### src/rtl/matmul_bias_act.sv
// Linear-layer epilogue: buffers an unordered C element stream, adds per-column bias,
// applies optional ReLU with saturation and re-emits row-major over valid/ready.
module matmul_bias_act #(
    parameter int DATA_WIDTH = 16,
    parameter int FRAC_WIDTH = 8,
    parameter int M          = 4,
    parameter int N          = 2,
    parameter int RELU       = 1
) (
    input  logic                  clk,
    input  logic                  rst_n,
    input  logic                  start,
    input  logic [DATA_WIDTH-1:0] c_data,
    input  logic [$clog2(M)-1:0]  c_row,
    input  logic [$clog2(N)-1:0]  c_col,
    input  logic                  c_valid,
    input  logic                  c_done,
    input  logic [DATA_WIDTH-1:0] bias_data,
    input  logic [$clog2(N)-1:0]  bias_idx,
    input  logic                  bias_valid,
    output logic [DATA_WIDTH-1:0] out_data,
    output logic [$clog2(M)-1:0]  out_row,
    output logic [$clog2(N)-1:0]  out_col,
    output logic                  out_valid,
    input  logic                  out_ready,
    output logic                  done,
    output logic                  err
);
    localparam int RW = $clog2(M);
    localparam int CW = $clog2(N);
    localparam logic [RW-1:0] ROW_ONE = RW'(1);
    localparam logic [CW-1:0] COL_ONE = CW'(1);
    localparam logic [DATA_WIDTH-1:0] SAT_MAX = {1'b0, {(DATA_WIDTH-1){1'b1}}};
    localparam logic [DATA_WIDTH-1:0] SAT_MIN = {1'b1, {(DATA_WIDTH-1){1'b0}}};

    if (FRAC_WIDTH >= DATA_WIDTH) begin : g_bad_frac
        $error("FRAC_WIDTH must be smaller than DATA_WIDTH");
    end

    typedef enum logic [1:0] {
        S_IDLE    = 2'd0,
        S_COLLECT = 2'd1,
        S_EMIT    = 2'd2,
        S_FIN     = 2'd3
    } state_t;

    state_t                     r_state;
    logic [DATA_WIDTH-1:0]      r_buf  [M][N];
    logic [DATA_WIDTH-1:0]      r_bias [N];
    logic [M-1:0][N-1:0]        r_mask;

    logic                       w_c_in_range;
    logic                       w_b_in_range;
    logic                       w_wr_en;
    logic                       w_accept;
    logic                       w_last;
    logic [M-1:0][N-1:0]        w_mask_nxt;
    logic [RW-1:0]              w_sel_row;
    logic [CW-1:0]              w_sel_col;
    logic [DATA_WIDTH-1:0]      w_sel_c;
    logic [DATA_WIDTH-1:0]      w_sel_b;
    logic [DATA_WIDTH:0]        w_sum;
    logic [DATA_WIDTH-1:0]      w_result;

    function automatic logic [DATA_WIDTH-1:0] sat_act(input logic [DATA_WIDTH:0] sum);
        logic [DATA_WIDTH-1:0] v;
        if (sum[DATA_WIDTH] != sum[DATA_WIDTH-1]) begin
            v = sum[DATA_WIDTH] ? SAT_MIN : SAT_MAX;
        end else begin
            v = sum[DATA_WIDTH-1:0];
        end
        return ((RELU != 0) && v[DATA_WIDTH-1]) ? '0 : v;
    endfunction

    // Next element to present, forwarding same-cycle C and bias writes so the result is never stale.
    always_comb begin
        w_c_in_range = (32'(c_row) < M) && (32'(c_col) < N);
        w_b_in_range = (32'(bias_idx) < N);
        w_wr_en      = (r_state == S_COLLECT) && c_valid && !start && w_c_in_range;
        w_accept     = (r_state == S_EMIT) && out_valid && out_ready;
        w_last       = (32'(out_row) == M - 1) && (32'(out_col) == N - 1);
        w_mask_nxt   = r_mask;
        if (w_wr_en) begin
            w_mask_nxt[c_row][c_col] = 1'b1;
        end else begin
            w_mask_nxt = r_mask;
        end
        if (r_state == S_EMIT) begin
            if (32'(out_col) == N - 1) begin
                w_sel_row = out_row + ROW_ONE;
                w_sel_col = '0;
            end else begin
                w_sel_row = out_row;
                w_sel_col = out_col + COL_ONE;
            end
        end else begin
            w_sel_row = '0;
            w_sel_col = '0;
        end
        if (w_wr_en && (c_row == w_sel_row) && (c_col == w_sel_col)) begin
            w_sel_c = c_data;
        end else if (w_mask_nxt[w_sel_row][w_sel_col]) begin
            w_sel_c = r_buf[w_sel_row][w_sel_col];
        end else begin
            w_sel_c = '0;
        end
        if (bias_valid && w_b_in_range && (bias_idx == w_sel_col)) begin
            w_sel_b = bias_data;
        end else begin
            w_sel_b = r_bias[w_sel_col];
        end
        w_sum    = {w_sel_c[DATA_WIDTH-1], w_sel_c} + {w_sel_b[DATA_WIDTH-1], w_sel_b};
        w_result = sat_act(w_sum);
    end

    // Control FSM with registered stream outputs; start from any state restarts collection.
    always_ff @(posedge clk or negedge rst_n) begin
        if (!rst_n) begin
            r_state   <= S_IDLE;
            r_mask    <= '0;
            out_data  <= '0;
            out_row   <= '0;
            out_col   <= '0;
            out_valid <= 1'b0;
            done      <= 1'b0;
            err       <= 1'b0;
        end else begin
            done <= 1'b0;
            if (start) begin
                r_state   <= S_COLLECT;
                r_mask    <= '0;
                out_valid <= 1'b0;
                err       <= 1'b0;
            end else begin
                case (r_state)
                    S_IDLE: begin
                        r_state <= S_IDLE;
                    end
                    S_COLLECT: begin
                        r_mask <= w_mask_nxt;
                        err    <= err | (c_valid && !w_c_in_range) | (c_done && !(&w_mask_nxt));
                        if (c_done) begin
                            r_state   <= S_EMIT;
                            out_valid <= 1'b1;
                            out_data  <= w_result;
                            out_row   <= '0;
                            out_col   <= '0;
                        end
                    end
                    S_EMIT: begin
                        if (w_accept) begin
                            if (w_last) begin
                                out_valid <= 1'b0;
                                done      <= 1'b1;
                                r_state   <= S_FIN;
                            end else begin
                                out_data <= w_result;
                                out_row  <= w_sel_row;
                                out_col  <= w_sel_col;
                            end
                        end
                    end
                    S_FIN: begin
                        r_state <= S_IDLE;
                    end
                    default: begin
                        r_state <= S_IDLE;
                    end
                endcase
            end
        end
    end

    // Bias table persists across runs and is writable in any state.
    always_ff @(posedge clk or negedge rst_n) begin
        if (!rst_n) begin
            for (int i = 0; i < N; i++) begin
                r_bias[i] <= '0;
            end
        end else if (bias_valid && w_b_in_range) begin
            r_bias[bias_idx] <= bias_data;
        end
    end

    // Element buffer needs no reset: the fill mask decides whether an entry is meaningful.
    always_ff @(posedge clk) begin
        if (w_wr_en) begin
            r_buf[c_row][c_col] <= c_data;
        end
    end
endmodule

### config.mk
export PLATFORM = sky130hd
export DESIGN_NAME = matmul_bias_act
export DESIGN_NICKNAME = d
export VERILOG_FILES = /design/src/rtl/matmul_bias_act.sv
export SDC_FILE = /design/constraint.sdc
export NUM_CORES = 1
export LEC_CHECK = 0
export CAP_MARGIN = 25
export CORE_MARGIN = 5
export CORE_UTILIZATION = 24
export CTS_BUF_LIST = sky130_fd_sc_hd__clkbuf_8
export DETAILED_ROUTE_END_ITERATION = 10
export PLACE_DENSITY_LB_ADDON = 0.08
export SETUP_SLACK_MARGIN = 0.3
export SYNTH_ARGS = -nofsm -noshare
export SYNTH_HDL_FRONTEND = slang
export SYNTH_SLANG_ARGS = --single-unit
export TNS_END_PERCENT = 1
### constraint.sdc
create_clock -name clk -period 5.95 [get_ports clk]
set_clock_uncertainty 0.1 [all_clocks]
set_input_delay 0.8925 -clock clk [delete_from_list [all_inputs] [get_ports clk]]
set_output_delay 0.8925 -clock clk [all_outputs]
set_load 0.01 [all_outputs]
=== After elaboration in Yosys (flattened, before gate mapping) ===
Memories as Yosys holds them, arrays and structs flattened.
Index checks and enable logic that the tools add are counted.

* Register bits: 64
* Bits in writable memories: 128
* Input port bits: 43
* Output and inout bits: 22
* Word-level logic and storage cells: 134
* Memories kept: 1

{| class="wikitable"
|+ Memory list
! memory !! depth !! width !! rd ports !! clocked after Yosys merged registers in !! write ports !! RTL line !! source
|-
| r_buf || 4 || 32 || 1 || 0 || 1 || 48 || <nowiki>logic [DATA_WIDTH-1:0] r_buf [M][N];</nowiki>
|}

* $add $sub $neg: 3
* Order comparisons: 11
* Equality and inequality tests: 14
* Mux-type cells: 62
* Bitwise logic cells: 6
* Reduce and logical (&&, ||, !) cells: 24

{| class="wikitable"
|+ Operators by type and width
! cell !! number
|-
| $mux W16 || 16
|-
| $bwmux W32 || 1
|-
| $demux W16 S1 || 2
|-
| $mux W32 || 1
|-
| $pmux W16 S2 || 1
|-
| $mux W8 || 3
|-
| $mux W2 || 11
|-
| $mux W1 || 19
|-
| $add A16 B16 Y17 || 1
|-
| $mux W15 || 1
|-
| $logic_and A1 B1 Y1 || 13
|-
| $ne A3 B3 Y1 const B || 3
|-
| $or A8 B8 Y8 || 1
|-
| $reduce_and A8 Y1 || 1
|-
| $eq A2 B2 Y1 const B || 3
|-
| $ge A2 B2 Y1 const B || 3
|-
| $lt A2 B3 Y1 const B || 2
|-
| $ne A2 B2 Y1 const B || 3
|-
| $not A1 Y2 || 3
|-
| $pmux W2 S3 || 1
|-
| $reduce_and A5 Y1 || 1
|-
| $bmux W2 S2 || 1
|-
| $demux W2 S2 || 1
|-
| $lt A1 B2 Y1 const B || 2
|-
| 21 further kinds || 26
|}

=== Depth between registers and ports, before layout ===
Gate-level depths: netlist of the first run.

* Word-level depth: 21
* Depth in mapped cells: 21
* Mapped depth without buffers: 18

=== Worst setup path before layout of the first run ===
No wires, ideal clock.

* Path type: input -> register
* Start: input port c_col
* End: register out_data[10]
* Setup time: 76 ps
* Arrival: 4414 ps
* Required time: 5774 ps
* Slack: 1360 ps
* Stages on the path: 15
* Path through: and4bb_2 nand2_1 nor2_1 o311ai_0 a31o_2 o21ai_0 fa_1 a21oi_1 o211a_1 a2bb2oi_1 a21oi_2 nand2_1 a221o_1 buf_6 o21ai_1

* Cells in the longest elaborated chain, start to end: 21
* Elaborated cells on any way between the ends: 26
* Classes of those cells: 1 x add/sub; 2 x order compare; 2 x eq/ne; 18 x mux; 1 x bitwise; 2 x reduce/logical

{| class="wikitable"
|+ Ends and longest elaborated chain
! what !! RTL line !! source
|-
| start: declaration || 15 || <nowiki>input logic [$clog2(N)-1:0] c_col,</nowiki>
|-
| $lt A1 B2 Y1 (not written as such) or $ge A1 B1 Y1 (tied branches) || 84 || <nowiki>w_mask_nxt[c_row][c_col] = 1'b1;</nowiki>
|-
| $logic_and A1 B1 Y1 (not written as such) || 84 ||
|-
| $mux W1 (not written as such) || 84 ||
|-
| $demux W1 S1 || 84 ||
|-
| $mux W2 (not written as such) || 84 ||
|-
| $demux W2 S2 || 84 ||
|-
| $or A8 B8 Y8 (no source line) || - ||
|-
| $mux W8 || 83 || <nowiki>if (w_wr_en) begin</nowiki>
|-
| [5 not listed] || - ||
|-
| $mux W16 * || 100 || <nowiki>if (w_wr_en && (c_row == w_sel_row) && (c_col == w_sel_col)) begin</nowiki>
|-
| $add A16 B16 Y17 * || 112 || <nowiki>w_sum = {w_sel_c[DATA_WIDTH-1], w_sel_c} + {w_sel_b[DATA_WIDTH-1], w_sel_b};</nowiki>
|-
| $mux W16 or $ne A1 B1 Y1 (tied branches) || 68, 67 ||
|-
| $mux W16 * || 67 || <nowiki>if (sum[DATA_WIDTH] != sum[DATA_WIDTH-1]) begin</nowiki>
|-
| $mux W15 * || 72 || <nowiki>return ((RELU != 0) && v[DATA_WIDTH-1]) ? '0 : v;</nowiki>
|-
| $mux W16 || 152 || <nowiki>if (w_last) begin</nowiki>
|-
| $mux W16 || 151 || <nowiki>if (w_accept) begin</nowiki>
|-
| $pmux W16 S2 * || 135 || <nowiki>case (r_state)</nowiki>
|-
| end signal: assignment || 145 || <nowiki>out_data <= w_result;</nowiki>
|-
| end signal: assignment || 157 || <nowiki>out_data <= w_result;</nowiki>
|-
| end: declaration || 21 || <nowiki>output logic [DATA_WIDTH-1:0] out_data,</nowiki>
|}

Every way passes the cells marked *; elsewhere a longest branch is shown, timed or not. The select of a mux whose other input is x is not followed.
A chain may end at the register's enable or synchronous reset.

=== Final worst setup path of the first run ===
* Start: input port start
* End: register out_data[3]

* Cells in the longest elaborated chain, start to end: 16
* Elaborated cells on any way between the ends: 22
* Classes of those cells: 1 x add/sub; 1 x eq/ne; 14 x mux; 1 x bitwise; 5 x reduce/logical

{| class="wikitable"
|+ Ends and longest elaborated chain
! what !! RTL line !! source
|-
| start: declaration || 12 || <nowiki>input logic start,</nowiki>
|-
| $logic_not A1 Y1 || 79 || <nowiki>w_wr_en = (r_state == S_COLLECT) && c_valid && !start && w_c_in_range;</nowiki>
|-
| $logic_and A1 B1 Y1 || 79 ||
|-
| $mux W8 || 83 ||
|-
| $bmux W2 S2 || 102 || <nowiki>end else if (w_mask_nxt[w_sel_row][w_sel_col]) begin</nowiki>
|-
| $mux W2 (not written as such) || 102 ||
|-
| $mux W1 (not written as such) (2 in series) || 102 ||
|-
| $mux W16 || 102 ||
|-
| $mux W16 || 100 ||
|-
| $add A16 B16 Y17 || 112 ||
|-
| $mux W16 or $ne A1 B1 Y1 (tied branches) || 68, 67 ||
|-
| $mux W16 || 67 ||
|-
| $mux W15 || 72 ||
|-
| $mux W16 || 152 ||
|-
| $mux W16 || 151 ||
|-
| $pmux W16 S2 || 135 ||
|}

Several ways; a longest one is shown, not always the timed one. The select of a mux whose other input is x is not followed.

==> key figures, run 1 <==
Placement
  • Final HPWL from detailed placement: 15.34 mm
  • Number of buffers added on ports: 63
  • Cell area reported after detailed placement: 0.009956 mm²
  • Final weighted congestion in routability-driven placement: 0.8308
  • Dpl ws: about 0.25 ns

Pwr
  • Maximum VDD drop: 0.1321 mV
  • Power per cell area: 302.9 mW/mm²
  • Tot Pwr: 3.131 mW
  • Static Leakage: approximately 3.7 nW

Synth
  • Ys flop type: sky130_fd_sc_hd__edfxtp_1
  • Synth async-reset ratio: 0.3298
  • Synth warn: 0
  • Number of synthesized flops with an enable pin: 128
  • Sequential fraction of the synthesis area: 0.6193
  • Average cell area after synthesis: 14.03 µm²
  • Number of instances in the synthesized netlist: 624
  • Synthesized netlist net count: approximately 690
  • Cell area after synthesis: 0.008752 mm²
  • Flip-flop and latch count after synthesis: 191
  • Post-synth cell types: 57

Global route
  • Antenna violations before repair: 0
  • Maximum number of pins on one net before global-route repair: 64
  • Wire length of the first global-routing pass: 35.52 mm
  • Via count of the first global-routing pass: roughly 5800
  • Remaining global-route overflow: 0
  • Overall routing resource usage: 0.1157

Clocking
  • Clock insertion delay at the later pin of the skew report: 0.48 ns
  • Clk sinks: 191
  • Root cell of the clock tree: sky130_fd_sc_hd__clkbuf_8
  • Post-CTS setup repair buffer count: 0
  • Bufs on Longest Clock Path: 2
  • CTS Hold Bufs: 0
  • # H-tree levels: 4
  • TritonCTS Buffers: 17
  • CTS tree: yes
  • Clock edge transition at the registers on the reported setup and hold paths: 0.10 ns
  • CTS-repair resized insts: 0

Timing
  • RSZ-0062 raised after global routing: false
  • Count of endpoints failing setup in the final report: 0
  • Worst Tran Pin Value: 0.8936 ns
  • Worst-case headroom to the max-slew limit: 0.4042
  • Post-route minimum period: 5.269 ns
  • Pins Over Slew Limit: 0
  • Sum of negative setup slack: 0 ns
  • Fin crit share: 0.8855
  • Setup ws final: 0.6812 ns
  • Endpoints failing hold: 0
  • Highest Clock Rate: ~190 MHz

Final layout
  • Antenna fix cells: 0
  • Commonest cells after routing, fill and taps aside: sky130_fd_sc_hd__edfxtp_1, sky130_fd_sc_hd__dfrtp_1, sky130_fd_sc_hd__clkdlybuf4s50_1, sky130_fd_sc_hd__nor2_1, sky130_fd_sc_hd__nand2_1
  • NumNets Final: ~760
  • Fillers: between 3000 and 4000
  • Post-route cell area: 0.01034 mm²
  • Most common library cell in the layout ignoring fill and taps: sky130_fd_sc_hd__edfxtp_1
  • Area growth from synthesis to layout: 18.13%
  • Layout cells sized above 1: 0.1785

Critical path
  • Crit Path Category: primary input to register
  • Worst reg-to-reg setup slack: 0.99 ns
  • Data required time at the worst endpoint: 6.19 ns
  • Crit path DAT: approximately 5.5 ns
  • Nature of the critical path startpoint: primary input
  • Worst Reg2Reg Path Length in Cells: 18
  • Crit Path Max Fanout: 16
  • Critical register-to-register path endpoint: out_data[3]
  • Crit path launch: start
  • Worst setup path end: out_data[3]
  • Sort of element at the end of the critical path: register
  • Worst reg2reg path startpoint: r_state[0]

Routing
  • 1st-iter DRT viols: 300
  • Router iterations before antenna repair: 4
  • Avg Vias per Cell: 4.496
  • Average wire length per cell after detail routing: slightly below 20 µm
  • Total via count after detailed routing: 5278
  • Number of remaining DRC errors: 0
  • Post-detailed-routing wire length: roughly 23 mm
  • Residual antenna-violating net count after detailed routing: 0

Floorplanning
  • Vertical die dimension: between 200 and 250 µm
  • Core region area: 0.03635 mm²
  • Num ports: 65
  • Die area: 0.04039 mm²
  • # rows: 70
  • Chip Width: 201.0 µm
  • Initial core utilization: 0.2408

Worst hold path
  • Class of the worst hold path: register to register

Flow run
  • Number of violations of the max-capacitance limit: 0

Outcome
  • Outcome: finished, final reports clean
==> per-layer routing <==
layer	routed length, µm	up-vias	global-route usage
met5	0	-	0
met4	257	0	0.02606
met3	764	15	0.02746
met2	11080	79	0.1932
met1	10620	2702	0.1535
li1	-	2482	-
==> Yosys cell counts, drive strengths merged, types with 2 or more instances <==
cell type	instances	share of area
nor4	2	0.0014
nor2b	4	0.0029
mux2	32	0.041
nand3	11	0.0063
and3	2	0.0014
xor2	5	0.0050
nand2	48	0.021
a32o	2	0.0023
nand4	3	0.0029
buf	18	0.014
o21ai	43	0.025
edfxtp	128	0.44
a31oi	5	0.0036
o21a	2	0.0017
inv	17	0.0073
o2bb2ai	2	0.0020
nand2b	2	0.0014
ha	19	0.027
nor3	11	0.0069
xnor2	10	0.010
or2	4	0.0029
dfrtp	63	0.18
a21oi	34	0.020
clkbuf	12	0.0051
o211ai	3	0.0026
a31o	2	0.0020
mux4	32	0.082
mux2i	35	0.040
nor2	54	0.023
o311ai	2	0.0020
==> kinds of logic after synthesis <==
group | Yosys count | synth area share
other | 1 | 0.0004285
flip-flops | 191 | 0.6193
adder cells (fa/ha/maj) | 20 | 0.02945
buffers and inverters | 47 | 0.02616
AND/OR/NAND/NOR | 146 | 0.07520
AO/OA/AOI/OAI | 105 | 0.07091
XOR/XNOR | 15 | 0.01501
multiplexers | 99 | 0.1635
==> through the flow <==
stage | cells | hold WS, ns | util
after floorplan | 624 | 0.3594 | -
after global placement | 1142 | 0.3776 | 0.2739
after detailed placement | 1142 | 0.3753 | 0.2739
after CTS | 1174 | 0.3971 | 0.2844
after global routing | 1174 | 0.4315 | 0.2844
final | 1174 | 0.3885 | 0.2844
==> report_power, final <==
group	switching, mW	total (mW)	internal (mW)
combinational	0.406	0.727	0.321
clock	0.523	0.836	0.314
sequential	0.0542	1.57	1.51
total	0.982	3.13	2.15
==> state kept, by name, summed over array words and instances, names as in the netlist, 2 cells and up <==
register	count
r_buf	128
r_bias	32
out_data	15
r_mask	8
out_row	2
r_state	2
==> cell type report <==
type	count	area [µm²]	share of cell area
multi-input cells	386	3120	0.3018
repair buffers	80	765.7	0.07406
well taps	468	585.6	0.05664
inverters	17	63.81	0.006172
clock inverters	15	148.9	0.01440
clock buffers	17	234.0	0.02263
flip-flops and latches	191	5420	0.5243
==> worst max-delay path, stage by stage <==
cell,delay [ns]
sky130_fd_sc_hd__clkdlybuf4s50_1,0.64
sky130_fd_sc_hd__and4bb_2,0.31
sky130_fd_sc_hd__and3_1,0.20
sky130_fd_sc_hd__nor2_1,0.21
sky130_fd_sc_hd__nand2_1,0.09
sky130_fd_sc_hd__o311ai_0,0.13
sky130_fd_sc_hd__a31o_2,0.53
sky130_fd_sc_hd__o21ai_0,0.23
sky130_fd_sc_hd__ha_1,0.27
sky130_fd_sc_hd__fa_1,0.41
sky130_fd_sc_hd__a21oi_1,0.22
sky130_fd_sc_hd__o211a_1,0.24
sky130_fd_sc_hd__a2bb2oi_1,0.30
sky130_fd_sc_hd__a21oi_2,0.10
sky130_fd_sc_hd__nand2_1,0.10
sky130_fd_sc_hd__a221o_1,0.46
sky130_fd_sc_hd__o21ai_0,0.17
==> how the worst min path moves through the flow <==
| stage | startpoint | end | slack (ns) | cells after the start |
|---|---|---|---|---|
| detailed placement | out_data[1] | out_data[1] | 0.38 | 2 |
| global placement | out_data[12] | out_data[12] | 0.38 | 2 |
| global route | err | err | 0.43 | 2 |
| floorplan | r_mask[6] | r_mask[6] | 0.36 | 2 |
| CTS | out_data[1] | out_data[1] | 0.40 | 2 |
| finish | out_data[1] | out_data[1] | 0.39 | 2 |
Power figures use the tool's default switching activity.
==> inputs of run 2 (changes only) <==
- CELL_PAD_IN_SITES_DETAIL_PLACEMENT: not set -> 0
- CELL_PAD_IN_SITES_GLOBAL_PLACEMENT: not set -> 1
==> run 2 against run 1 <==
Non-clock buffer count is 3 higher. Cell count rose by 0.26%. Count of clock-buffer cells in the layout stayed put. Fmax rose by 4.5%. Largest power group unchanged. Sequential share of layout area about the same. Worst hold slack improved by 0.0010 ns. Largest cell class unchanged.
==> key figures, run 2 (synthesized netlist as in run 1, its figures left out) <==
Pwr
  • Switching component of the power: 935.4 µW
  • Switching fraction of total power: 0.2976
  • Clock group share of total power: 0.268
  • Power share of the combinational group: 0.232
  • Maximum VDD drop: 0.1389 mV
  • Internal cell power: 2.207 mW
  • Tot Pwr: around 3.1 mW
  • Sequential share of power: 0.500
  • Power per cell area: between 300 and 400 mW/mm²
  • Static Leakage: 3.677 nW

Critical path
  • Nature of the critical path startpoint: primary input
  • Sort of element at the end of the critical path: register
  • Worst Reg2Reg Path Length in Cells: 17
  • Data required time at the worst endpoint: 6.18 ns
  • Crit Path Max Fanout: 16
  • Crit Path Category: primary input to register
  • Crit path DAT: between 5 and 6 ns

Routing
  • Met3 routed WL: 666 µm
  • Wl on met1: 10.82 mm
  • Sum of met2 wire segment lengths after detailed routing: between 10 and 15 mm
  • Number of remaining DRC errors: 0
  • Residual antenna-violating net count after detailed routing: 0
  • Max Used Layer: met4
  • Avg Vias per Cell: 4.472
  • Total via count after detailed routing: roughly 5300
  • 1st-iter DRT viols: about 410
  • Post-detailed-routing wire length: roughly 23 mm
  • Router iterations before antenna repair: 4
  • Average wire length per cell after detail routing: 19.84 µm

Floorplanning
  • Core region area: 0.03635 mm²
  • Chip Width: 201.0 µm
  • Num ports: 65
  • Vertical die dimension: 201.0 µm
  • # rows: 70
  • Initial core utilization: 0.2408
  • Die area: 0.04039 mm²

Clocking
  • TritonCTS Buffers: 17
  • Post-CTS setup repair buffer count: 0
  • Clock insertion delay at the later pin of the skew report: between 0.4 and 0.5 ns
  • # H-tree levels: 4
  • Bufs on Longest Clock Path: 2
  • CTS Hold Bufs: 0
  • Clock edge transition at the registers on the reported setup and hold paths: 0.09 ns
  • CTS tree: yes
  • CTS-repair resized insts: 0
  • Clk sinks: 191
  • Root cell of the clock tree: sky130_fd_sc_hd__clkbuf_8

Final layout
  • NumNets Final: between 700 and 800
  • Antenna fix cells: 0
  • Top reg by flops: r_buf
  • Area growth from synthesis to layout: 18.18%
  • Top flop regs: r_buf x128, r_bias x32, out_data x15
  • Layout cells sized above 1: 0.1777
  • Flip-flop count of the largest register, all copies and words added: about 130
  • Final core occ: 0.2846
  • Commonest cells after routing, fill and taps aside: sky130_fd_sc_hd__edfxtp_1, sky130_fd_sc_hd__dfrtp_1, sky130_fd_sc_hd__clkdlybuf4s50_1, sky130_fd_sc_hd__nor2_1, sky130_fd_sc_hd__nand2_1
  • Most common library cell in the layout ignoring fill and taps: sky130_fd_sc_hd__edfxtp_1

Timing
  • Sum of negative setup slack: 0 ns
  • Pins Over Slew Limit: 0
  • Worst-case headroom to the max-slew limit: 0.3634
  • Post-route minimum period: between 5 and 6 ns
  • Endpoints failing hold: 0
  • Fin crit share: 0.8471
  • RSZ-0062 raised after global routing: false
  • Setup ws final: 0.9097 ns
  • Worst Tran Pin Value: ~0.95 ns
  • Highest Clock Rate: 198.4 MHz
  • Count of endpoints failing setup in the final report: 0

Placement
  • Dpl ws: between 0.3 and 0.4 ns
  • Final weighted congestion in routability-driven placement: 0.8281
  • Final HPWL from detailed placement: about 16 mm
  • Number of buffers added on ports: 63

Global route
  • Wire length of the first global-routing pass: ~35 mm
  • Overall routing resource usage: 0.1165
  • Antenna violations before repair: 0
  • Via count of the first global-routing pass: 5574
  • Maximum number of pins on one net before global-route repair: 64
  • Remaining global-route overflow: 0

Worst hold path
  • Class of the worst hold path: register to register
  • Worst hold path depth: 2

Outcome
  • Outcome: finished, final reports clean

Flow run
  • Number of violations of the max-capacitance limit: 0
==> run 2: power groups by stage <==
stage	Combinational, mW	Clock [mW]	Sequential (mW)
after floorplan	0.434	0	1.60
after global placement	0.757	0	1.59
after detailed placement	0.755	0	1.60
after CTS	0.757	0.886	1.57
after global routing	0.814	0.936	1.58
final	0.730	0.842	1.57
==> run 2: stage by stage <==
stage               area (µm²)  hold slack, ns  cells
CTS                      10340          0.3997   1177
floorplan                 8752          0.3594    624
global route             10340          0.4116   1177
detailed placement        9966          0.3793   1145
global placement          9966          0.3765   1145
finish                   10340          0.3895   1177
==> run 2: layout make-up <==
cell class / count / area, µm²
inverters: 17 / 63.81
fillers: 3706 / 26000
multi-input cells: 386 / 3120
well taps: 468 / 585.6
clock inverters: 15 / 143.9
clock buffers: 17 / 234.0
repair buffers: 83 / 775.7
flip-flops and latches: 191 / 5420
==> run 2: per-layer routing <==
metal	vias up	track usage
met5	-	0
met4	0	0.03343
met3	17	0.02456
met2	63	0.1940
met1	2696	0.1540
li1	2487	-
==> run 2: worst paths after layout <==
check	endpoint	slack [ns]	startpoint
hold / removal	out_data[11]	0.39	out_data[11]
hold reg to reg	out_data[11]	0.39	out_data[11]
max in group asynchronous	r_bias[17]	4.65	rst_n
setup / recovery	out_data[3]	0.91	c_col
min in group asynchronous	done	0.50	rst_n
setup reg to reg	out_data[3]	0.94	r_state[0]
==> run 2: critical path, cell delays in order <==
cell	delay [ns]
sky130_fd_sc_hd__clkdlybuf4s50_1	0.53
sky130_fd_sc_hd__and4bb_2	0.29
sky130_fd_sc_hd__and3_1	0.20
sky130_fd_sc_hd__nor2_1	0.18
sky130_fd_sc_hd__mux2i_1	0.11
sky130_fd_sc_hd__nand4_1	0.11
sky130_fd_sc_hd__a31o_2	0.44
sky130_fd_sc_hd__o21ai_0	0.38
sky130_fd_sc_hd__fa_1	0.54
sky130_fd_sc_hd__a21oi_1	0.24
sky130_fd_sc_hd__o211a_1	0.22
sky130_fd_sc_hd__a2bb2oi_1	0.30
sky130_fd_sc_hd__a21oi_2	0.10
sky130_fd_sc_hd__nand2_1	0.09
sky130_fd_sc_hd__a221o_1	0.47
sky130_fd_sc_hd__o21ai_0	0.16
